[src/rtl/loader_reset_bridge.sv]
`default_nettype none
// ============================================================================
// Module      : loader_reset_bridge
// Description : Bridges data_io ioctl download writes onto SDRAM slot timing
//               and sequences the core reset / autoboot key.
//               - Buffers DEPTH (addr,data) pairs and issues at most one
//                 SDRAM write per mem_sync slot, holding the request for the
//                 whole slot.
//               - Holds the core in reset while loading, and for HOLD_CYCLES
//                 after a load ends or the config bus changes.
//               - Presses the autoboot key for BOOT_CYCLES after the core
//                 leaves reset.
// Revision    : 1.0 - initial release
// ----------------------------------------------------------------------------
// Ports
//   clk_sys        in   system clock
//   reset          in   synchronous, active-high reset
//   ioctl_download in   download in progress
//   ioctl_wr       in   one-cycle write strobe
//   ioctl_addr     in   [ADDR_W] write address
//   ioctl_dout     in   [8] write data
//   mem_sync       in   one-cycle pulse at start of each SDRAM slot
//   cfg            in   [CFG_W] config bits; any change forces a reset hold
//   core_reset_in  in   other reset sources (OSD, button, sdram not ready)
//   autoboot_en    in   enable boot_key generation
//   loader_active  out  download or drain in progress (SDRAM mux select)
//   loader_we      out  SDRAM write request, held for a whole slot
//   loader_addr    out  [ADDR_W] SDRAM write address
//   loader_data    out  [8] SDRAM write data
//   core_reset     out  core reset, changes only on mem_sync
//   boot_key       out  autoboot key held
//   overflow       out  sticky; a write was dropped (cleared on new load)
//   fifo_level     out  [$clog2(DEPTH)+1] entries held
//   checksum       out  [16] sum of issued loader_data (LOADER_CHECKSUM_EN)
// Optional feature macro: LOADER_CHECKSUM_EN
// ============================================================================
module loader_reset_bridge #(
  parameter int ADDR_W      = 25,
  parameter int DEPTH       = 4,
  parameter int CFG_W       = 1,
  parameter int HOLD_CYCLES = 4095,
  parameter int BOOT_CYCLES = 32000000
) (
  input  logic                     clk_sys,
  input  logic                     reset,
  input  logic                     ioctl_download,
  input  logic                     ioctl_wr,
  input  logic [ADDR_W-1:0]        ioctl_addr,
  input  logic [7:0]               ioctl_dout,
  input  logic                     mem_sync,
  input  logic [CFG_W-1:0]         cfg,
  input  logic                     core_reset_in,
  input  logic                     autoboot_en,
  output logic                     loader_active,
  output logic                     loader_we,
  output logic [ADDR_W-1:0]        loader_addr,
  output logic [7:0]               loader_data,
  output logic                     core_reset,
  output logic                     boot_key,
  output logic                     overflow,
  output logic [$clog2(DEPTH):0]   fifo_level
`ifdef LOADER_CHECKSUM_EN
  ,
  output logic [15:0]              checksum
`endif
);

  localparam int PTR_W  = $clog2(DEPTH);
  localparam int LVL_W  = PTR_W + 1;
  localparam int HOLD_W = $clog2(HOLD_CYCLES + 1);
  localparam int BOOT_W = $clog2(BOOT_CYCLES + 1);

  localparam logic [HOLD_W-1:0] HOLD_INIT = HOLD_W'(HOLD_CYCLES);
  localparam logic [BOOT_W-1:0] BOOT_INIT = BOOT_W'(BOOT_CYCLES);
  localparam logic [LVL_W-1:0]  FULL_LVL  = LVL_W'(DEPTH);

  typedef enum logic [1:0] {
    ST_IDLE  = 2'd0,
    ST_LOAD  = 2'd1,
    ST_DRAIN = 2'd2,
    ST_HOLD  = 2'd3
  } state_t;

  state_t state;
  state_t state_nxt;

  logic                download_q;
  logic [CFG_W-1:0]    cfg_q;
  logic [ADDR_W-1:0]   mem_addr [DEPTH];
  logic [7:0]          mem_data [DEPTH];
  logic [PTR_W-1:0]    wr_ptr;
  logic [PTR_W-1:0]    rd_ptr;
  logic [LVL_W-1:0]    level;
  logic [HOLD_W-1:0]   hold_cnt;
  logic [BOOT_W-1:0]   boot_cnt;

  logic dl_rise;
  logic fifo_empty;
  logic fifo_full;
  logic push_req;
  logic pop;
  logic push;
  logic drop;
  logic cfg_changed;
  logic enter_load;
  logic enter_hold;
  logic active_nxt;

  assign dl_rise     = ioctl_download && !download_q;
  assign fifo_empty  = (level == '0);
  assign fifo_full   = (level == FULL_LVL);
  assign push_req    = ioctl_wr && ioctl_download &&
                       ((state == ST_LOAD) || (state == ST_DRAIN));
  // Only entries already stored can be popped: a push into an empty FIFO
  // waits for the following slot, there is no bypass path.
  assign pop         = mem_sync && !fifo_empty;
  // A full FIFO still accepts a write when a slot frees an entry this cycle.
  assign push        = push_req && (!fifo_full || pop);
  assign drop        = push_req && fifo_full && !pop;
  assign cfg_changed = (cfg != cfg_q);

  assign fifo_level  = level;
  assign boot_key    = autoboot_en && (boot_cnt != '0) && !core_reset;

  // --------------------------------------------------------------------------
  // FSM next state and transition strobes
  // --------------------------------------------------------------------------
  always_comb begin
    state_nxt  = state;
    enter_load = 1'b0;
    enter_hold = 1'b0;
    case (state)
      ST_IDLE: begin
        if (dl_rise) begin
          state_nxt  = ST_LOAD;
          enter_load = 1'b1;
        end
      end
      ST_LOAD: begin
        if (!ioctl_download) begin
          state_nxt = ST_DRAIN;
        end
      end
      ST_DRAIN: begin
        // At a slot boundary with nothing queued the outgoing write slot
        // ends and loader_we drops, so the drain is complete.
        if (mem_sync && fifo_empty) begin
          state_nxt  = ST_HOLD;
          enter_hold = 1'b1;
        end
      end
      ST_HOLD: begin
        if (hold_cnt == '0) begin
          state_nxt = ST_IDLE;
        end
      end
      default: begin
        state_nxt = ST_IDLE;
      end
    endcase
    active_nxt = (state_nxt == ST_LOAD) || (state_nxt == ST_DRAIN);
  end

  // --------------------------------------------------------------------------
  // FIFO storage (no reset needed; validity is tracked by level)
  // --------------------------------------------------------------------------
  always_ff @(posedge clk_sys) begin
    if (push) begin
      mem_addr[wr_ptr] <= ioctl_addr;
      mem_data[wr_ptr] <= ioctl_dout;
    end
  end

  // --------------------------------------------------------------------------
  // State, FIFO control, loader outputs, reset sequencing
  // --------------------------------------------------------------------------
  always_ff @(posedge clk_sys) begin
    if (reset) begin
      state         <= ST_IDLE;
      // Track the current level so a download held high across reset is
      // not mistaken for a new rising edge.
      download_q    <= ioctl_download;
      cfg_q         <= cfg;
      wr_ptr        <= '0;
      rd_ptr        <= '0;
      level         <= '0;
      loader_active <= 1'b0;
      loader_we     <= 1'b0;
      loader_addr   <= '0;
      loader_data   <= '0;
      overflow      <= 1'b0;
      core_reset    <= 1'b1;
      hold_cnt      <= HOLD_INIT;
      boot_cnt      <= BOOT_INIT;
    end else begin
      state         <= state_nxt;
      download_q    <= ioctl_download;
      cfg_q         <= cfg;
      loader_active <= active_nxt;

      if (push) begin
        wr_ptr <= wr_ptr + PTR_W'(1);
      end

      if (mem_sync) begin
        if (pop) begin
          loader_we   <= 1'b1;
          loader_addr <= mem_addr[rd_ptr];
          loader_data <= mem_data[rd_ptr];
          rd_ptr      <= rd_ptr + PTR_W'(1);
        end else begin
          loader_we   <= 1'b0;
        end
      end

      case ({push, pop})
        2'b10:   level <= level + LVL_W'(1);
        2'b01:   level <= level - LVL_W'(1);
        default: level <= level;
      endcase

      if (enter_load) begin
        overflow <= 1'b0;
      end else if (drop) begin
        overflow <= 1'b1;
      end

      // A config change restarts the hold from the top in any state.
      if (cfg_changed || enter_hold) begin
        hold_cnt <= HOLD_INIT;
      end else if ((hold_cnt != '0) && !loader_active) begin
        hold_cnt <= hold_cnt - HOLD_W'(1);
      end

      // Core reset only moves on slot boundaries so the SDRAM mux and the
      // core never see a change mid-slot.
      if (mem_sync) begin
        core_reset <= core_reset_in || loader_active || (hold_cnt != '0);
      end

      if (core_reset) begin
        boot_cnt <= BOOT_INIT;
      end else if (boot_cnt != '0) begin
        boot_cnt <= boot_cnt - BOOT_W'(1);
      end
    end
  end

`ifdef LOADER_CHECKSUM_EN
  // --------------------------------------------------------------------------
  // Running sum of every byte issued to SDRAM; a pop is exactly one issued
  // write slot.
  // --------------------------------------------------------------------------
  always_ff @(posedge clk_sys) begin
    if (reset) begin
      checksum <= 16'h0000;
    end else if (enter_load) begin
      checksum <= 16'h0000;
    end else if (pop) begin
      checksum <= checksum + {8'h00, mem_data[rd_ptr]};
    end
  end
`else
`endif

endmodule
`default_nettype wire

[config.mk]
export PLATFORM = sky130hd
export DESIGN_NAME = loader_reset_bridge
export DESIGN_NICKNAME = d
export VERILOG_FILES = /design/src/rtl/loader_reset_bridge.sv
export SDC_FILE = /design/constraint.sdc
export NUM_CORES = 1
export LEC_CHECK = 0
export ABC_AREA = 1
export BUFFER_PORTS_ARGS = -buffer_cell sky130_fd_sc_hd__buf_2
export CAP_MARGIN = 0
export CORE_UTILIZATION = 25
export DETAILED_ROUTE_END_ITERATION = 10
export PLACE_DENSITY_LB_ADDON = 0.05
export SLEW_MARGIN = 20
export SYNTH_ARGS = -nofsm -noshare
export SYNTH_HDL_FRONTEND = slang
export SYNTH_SLANG_ARGS = --single-unit
[constraint.sdc]
create_clock -name clk_sys -period 5.6 [get_ports clk_sys]
set_clock_uncertainty 0.1 [all_clocks]
set_input_delay 0.84 -clock clk_sys [delete_from_list [all_inputs] [get_ports clk_sys]]
set_output_delay 0.84 -clock clk_sys [all_outputs]
set_load 0.05 [all_outputs]
==> impl_metrics.toml, run 1 <==
[clocking]
clk_path_buf_depth = 3
clk_pin_slew_worst_paths_ns = 0.06
cts_buffers = 27
postCtsHoldBufs = 0
cts.htree.levels = 1
cts.sinks = 217
ctsRootBufferMaster = "clkbuf_16"
post_cts_buffers = 0
cts.repair.resized = 0
clkLatencyLatePin_ns = 0.54
tritoncts = "built"

[routing]
wirelength_mm = 22.3
via_count = 6049
drtAntennaViolNets = 0
vias_per_cell = 4.26
dr.pass1.iters = 4
routedWlPerCell_um = 15.7
drcViolationCount = 0
drtIter0Drc = 338

[pwr]
ir_worst_vdd_v = 0.000220
p_leak_uw = 0.00398
power_density_mw_per_mm2 = 460

[setup_path]
timing.rr.end = "mem_data[3][7]$_DFFE_PP_"
crit_required_ns = 4.66
reg2reg_slack_ns = 2.73
critPathCaptureType = "primary output"
cp_max_fo = 21
start_kind = "flip-flop"
rr_worst_depth = 7
cp.arrival_ns = 2.49
regToRegStartpoint = "state[1]$_SDFF_PP0_"
criticalPathCategory = "flip-flop to primary output"

[sta]
final_hold_viol_count = 0
min_period_ns = 3.43
rsz0062_at_grt = "false"
slew_headroom_pct = 42.7
max_freq_mhz = 291
slew_viol_final = 0
setup-tns-final_ns = 0
period_share_pct = 61.3
setup_viol_count_final = 0
tightestPinTransition_ns = 0.859

[global_route]
busiest_layer = "met2"
grt_use_met2_pct = 20.9
antenna_found_initial = 0
met1_usage_pct = 17.1
grtUsageTotal_pct = 12.7
first_global_vias = 6245
use_met3_pct = 2.08
grt_max_degree = 70
globalRouteOverflowTotal = 0
grt_pass1_wl_mm = 35.5

[synth]
synth_top_area_share_pct = 44.8
synth_cell_type_count = 36
synth_area_mm2 = 0.00885
synthTopCellsByArea = "edfxtp_1 45%, dfxtp_1 19%, nor2_1 8.6%"
synth_edf_count = 132
synth_top_cell_by_area = "edfxtp_1"
ys.flop_type = "edfxtp_1"
yosys_warnings = 0
ys_ff_latch = 217
yosysMostFrequentCell = "nor2_1"
post_synth_most_frequent_cells = "202 x nor2_1, 132 x edfxtp_1, 107 x o21ai_0"
synth_cells = 865
yosysSeqAreaShare_pct = 64.0
syn_area_per_cell_um2 = 10.2
syn-num-nets = 919
async_flop_share_pct = 0

[placement]
portBuffers = 81
place_area_mm2 = 0.00975
dp_hpwl_mm = 13.2
gp_congestion = 0.770

[layout]
layout-drive-gt1-share_pct = 16.6
n_antenna_cell = 0
nNetsFinal = 1001
syn_to_final_growth_pct = 19.2
n_fill_cell = 3656
final_area_mm2 = 0.0105

[hold_path]
hold_end = "cfg_q$_DFF_P_"
min_from = "cfg"
hold-path-cell-count = 1
min_path_type = "input pin to flip-flop"

[floorplanning]
fp.coreArea_mm2 = 0.0347
dieArea_mm2 = 0.0361
die_h_um = 190
io_pins = 82
std_cell_rows = 68
die_w_um = 190
start_util_pct = 25.5

[job]
drv_cap = 0

[status]
status = "finished clean"
## cells by family (layout without fill, tap and decap cells)
kind of cell,after synthesis,count (layout),synth area share (%)
AO/OA/AOI/OAI,166,166,10.0
flip-flops,217,217,64.0
AND/OR/NAND/NOR,356,356,17.2
adder cells (fa/ha/maj),13,13,1.92
buffers and inverters,86,187,4.14
XOR/XNOR,27,27,2.67
## routing by layer
layer / wire (um) / share of wire (%) / vias to the layer above
met5: 0 / 0 / -
met1: 10800 / 49 / 2822
met3: 731 / 3.3 / 29
li1: - / - / 3101
met4: 442 / 2.0 / 0
met2: 10200 / 46 / 97
## placed cells by master (no fill, tap or decap), types with 9 or more instances in the layout
| master | synthesis | final |
|---|---|---|
| edfxtp_1 | 132 | 132 |
| a31oi_1 | 34 | 34 |
| nor3_1 | 9 | 9 |
| clkbuf_16 | 0 | 27 |
| nand3_1 | 25 | 25 |
| xor2_1 | 15 | 15 |
| buf_2 | 13 | 81 |
| nor2_1 | 202 | 198 |
| ha_1 | 12 | 12 |
| nand2_1 | 89 | 89 |
| buf_4 | 4 | 9 |
| xnor2_1 | 12 | 12 |
| nor2_4 | 5 | 9 |
| a21oi_1 | 14 | 14 |
| inv_1 | 44 | 43 |
| clkbuf_1 | 13 | 13 |
| o21ai_0 | 107 | 107 |
| dfxtp_1 | 85 | 84 |
## per-stage QoR
stage	hold WS, ns	std cells	util [%]	setup slack, ns	power (uW)
global route	0.304	1421	30.4	1.93	5150
floorplan	0.352	865	-	2.35	2960
detailed placement	0.376	1373	28.1	2.52	3320
CTS	0.303	1421	30.4	2.12	4960
global placement	0.370	1373	28.1	2.53	3330
finish	0.329	1421	30.4	2.17	4860
## critical path, cell delays in order (launching register included)
cell and delay (ns):
dfxtp_1 0.32, inv_1 0.14, ha_1 0.28, nand2_2 0.15, nor2_4 0.19, nand3_2 0.44
nand2_1 0.18, nor2_1 0.05, buf_2 0.21
## power by group
group          switching (uW)  internal (uW)
Clock                     668            931
Sequential               99.9           1870
Combinational             979            310
## registers in the layout, summed over array words and instances, names as in the netlist, 2 cells and up
name / flops
loader_addr: 25
rd_ptr: 2
mem_data: 32
mem_addr: 100
fifo_level: 3
loader_data: 8
boot_cnt: 25
wr_ptr: 2
state: 2
hold_cnt: 12
## layout make-up
class	count	area, um^2	area share, %
flip-flops and latches	217	5670	53.7
multi-input cells	562	2850	27.0
inverters	49	184	1.74
repair buffers	90	473	4.48
clock inverters	5	35.0	0.332
clock buffers	43	766	7.26
well taps	455	569	5.40
## how the worst max path moves through the flow
stage,startpoint,end,cells past startpoint
after detailed placement,ioctl_download,mem_addr[3][18]$_DFFE_PP_,6
after floorplan,ioctl_wr,mem_addr[0][0]$_DFFE_PP_,4
after CTS,boot_cnt[0]$_SDFFE_PP0N_,boot_key,8
final,boot_cnt[0]$_SDFFE_PP0N_,boot_key,8
after global placement,ioctl_download,mem_data[3][6]$_DFFE_PP_,6
after global routing,boot_cnt[0]$_SDFFE_PP0N_,boot_key,8
No activity file was read; power rests on OpenSTA's default activity.
==> run 2: changes to the inputs <==
--- a/config.mk
+++ b/config.mk
@@ -5,7 +5,7 @@
 export SDC_FILE = /design/constraint.sdc
 export NUM_CORES = 1
 export LEC_CHECK = 0
-export ABC_AREA = 1
+export ABC_AREA = 0
 export BUFFER_PORTS_ARGS = -buffer_cell sky130_fd_sc_hd__buf_2
 export CAP_MARGIN = 0
 export CORE_UTILIZATION = 25
==> constraint.sdc (replaced) <==
create_clock -name clk_sys -period 3.58 [get_ports clk_sys]
set_clock_uncertainty 0.1 [all_clocks]
set_input_delay 0.537 -clock clk_sys [delete_from_list [all_inputs] [get_ports clk_sys]]
set_output_delay 0.537 -clock clk_sys [all_outputs]
set_load 0.05 [all_outputs]
==> impl_metrics.toml, run 2 <==
[floorplanning]
std_cell_rows = 66
start_util_pct = 25.7
io_pins = 82
dieArea_mm2 = 0.0345
die_h_um = 186
die_w_um = 186
fp.coreArea_mm2 = 0.0329

[synth]
yosysSeqAreaShare_pct = 67.0
yosysMostFrequentCell = "edfxtp_1"
async_flop_share_pct = 0
syn-num-nets = 659
synth_cells = 605
ys.flop_type = "edfxtp_1"
synthTopCellsByArea = "edfxtp_1 47%, dfxtp_1 20%, mux4_2 8.8%"
synth_edf_count = 132
yosys_warnings = 0
synth_cell_type_count = 54
synth_top_area_share_pct = 46.9
syn_area_per_cell_um2 = 14.0
post_synth_most_frequent_cells = "132 x edfxtp_1, 85 x dfxtp_1, 81 x nand2_1"
ys_ff_latch = 217
synth_area_mm2 = 0.00845
synth_top_cell_by_area = "edfxtp_1"

[clocking]
cts.htree.levels = 1
clkLatencyLatePin_ns = 0.54
ctsRootBufferMaster = "clkbuf_16"
cts.sinks = 217
postCtsHoldBufs = 0
cts_buffers = 26
tritoncts = "built"
clk_pin_slew_worst_paths_ns = 0.05
post_cts_buffers = 0
clk_path_buf_depth = 3

[placement]
dp_hpwl_mm = 11.6
gp_congestion = 0.741
portBuffers = 81

[hold_path]
min_path_type = "input pin to flip-flop"
hold_end = "cfg_q$_DFF_P_"
hold-path-cell-count = 1
min_from = "cfg"

[layout]
largest_register = "mem_addr"
syn_to_final_growth_pct = 20.7
top_regs = "mem_addr (100), mem_data (32)"
nNetsFinal = 748
final_common_cell = "edfxtp_1"
most-common-layout-cells = "132 x edfxtp_1, 83 x dfxtp_1, 81 x nand2_1, 81 x buf_2, 48 x a21oi_1"
layout-drive-gt1-share_pct = 25.6
largest_register_ffs = 100

[setup_path]
critPathCaptureType = "primary output"
rr_worst_depth = 5
regToRegStartpoint = "boot_cnt[15]$_SDFFE_PP0N_"
criticalPathCategory = "flip-flop to primary output"
cp-startpoint = "boot_cnt[15]$_SDFFE_PP0N_"
start_kind = "flip-flop"
reg2reg_slack_ns = 0.99
crit_required_ns = 2.94
timing.rr.end = "boot_cnt[9]$_SDFFE_PP0N_"
cp_max_fo = 8
cp.arrival_ns = 2.79

[global_route]
antenna_found_initial = 3
grt_pass1_wl_mm = 29.8
busiest_layer = "met2"
globalRouteOverflowTotal = 0
grtUsageTotal_pct = 11.5
met1_usage_pct = 14.9
use_met3_pct = 2.70
grt_max_degree = 38
first_global_vias = 5238
grt_use_met2_pct = 18.9

[pwr]
power_density_mw_per_mm2 = 680
ir_worst_vdd_v = 0.000469
p_leak_uw = 0.00347

[sta]
slew_headroom_pct = 31.8
setup_viol_count_final = 0
min_period_ns = 3.43
rsz0062_at_grt = "false"
final_hold_viol_count = 0
period_share_pct = 95.8
setup-tns-final_ns = 0
tightestPinTransition_ns = 1.02
fin_hold_ws_ns = 0.0374
slew_viol_final = 0
max_freq_mhz = 291

[routing]
drtIter0Drc = 148
dr.pass1.iters = 4
wirelength_mm = 19.4
via_count = 5075
routedWlPerCell_um = 16.7
drtAntennaViolNets = 0
drcViolationCount = 0
vias_per_cell = 4.38

[status]
status = "finished clean"

[job]
drv_cap = 0
==> run 2: worst max-delay path by stage <==
stage                     endpoint  slack [ns]  depth (start not counted)
final                     boot_key        0.15                          5
after global routing      boot_key        0.02                          5
after CTS                 boot_key        0.08                          5
after detailed placement  boot_key        0.66                          5
after global placement    boot_key        0.69                          5
after floorplan           boot_key        0.63                          6
==> run 2: worst max-delay path: stages (launching register included) <==
cell	delay [ns]
dfxtp_1	0.35
or4_1	0.66
or4_4	0.64
nor3_4	0.31
nor3b_1	0.08
buf_2	0.22
==> run 2: kinds of logic after synthesis <==
kind of cell / after synthesis / share of synthesized area, %
xor+xnor: 22 / 2.28
mux: 33 / 8.79
simple gates: 188 / 11.1
fa+ha+maj: 13 / 2.01
compound gates: 90 / 6.74
flops: 217 / 67.0
buf+inv: 42 / 2.00
==> run 2: cell type report <==
class                      count  area, um^2
tap                          442         553
fill                        3393       22700
inverter                      12        45.0
antenna                        2        5.00
timing repair buffer          91         480
clock buffer                  45         782
multi-input combinational    346        2630
clock inverter                 3        40.0
sequential                   217        5670
==> run 2: routing by layer <==
metal | vias up | routed length, um
li1 | 2450 | -
met1 | 2493 | 8870
met4 | 2 | 548
met3 | 39 | 882
met5 | - | 13
met2 | 91 | 9040
==> run 2: stage by stage <==
step                std cells  worst slack [ns]  cell area [um^2]  utilization (%)  total power (uW)
CTS                      1156            0.0814             10200             31.0              7100
global route             1156            0.0234             10200             31.0              7320
global placement         1108             0.688              9370             28.5              4550
finish                   1158             0.149             10200             31.0              6940
floorplan                 605             0.635              8450                -              4110
detailed placement       1108             0.656              9370             28.5              4560
==> run 2: repair_timing <==
action                                  CTS  global route
resized for setup                         0             1
endpoints found under the hold margin     0             0
endpoints found under the setup margin    0             1
==> run 2: power by group <==
group          internal [uW]  leakage [uW]  switching (uW)  total [uW]
Combinational            504       0.00120            1010        1510
Sequential              2800       0.00188             143        2940
Clock                   1480      0.000398            1010        2490
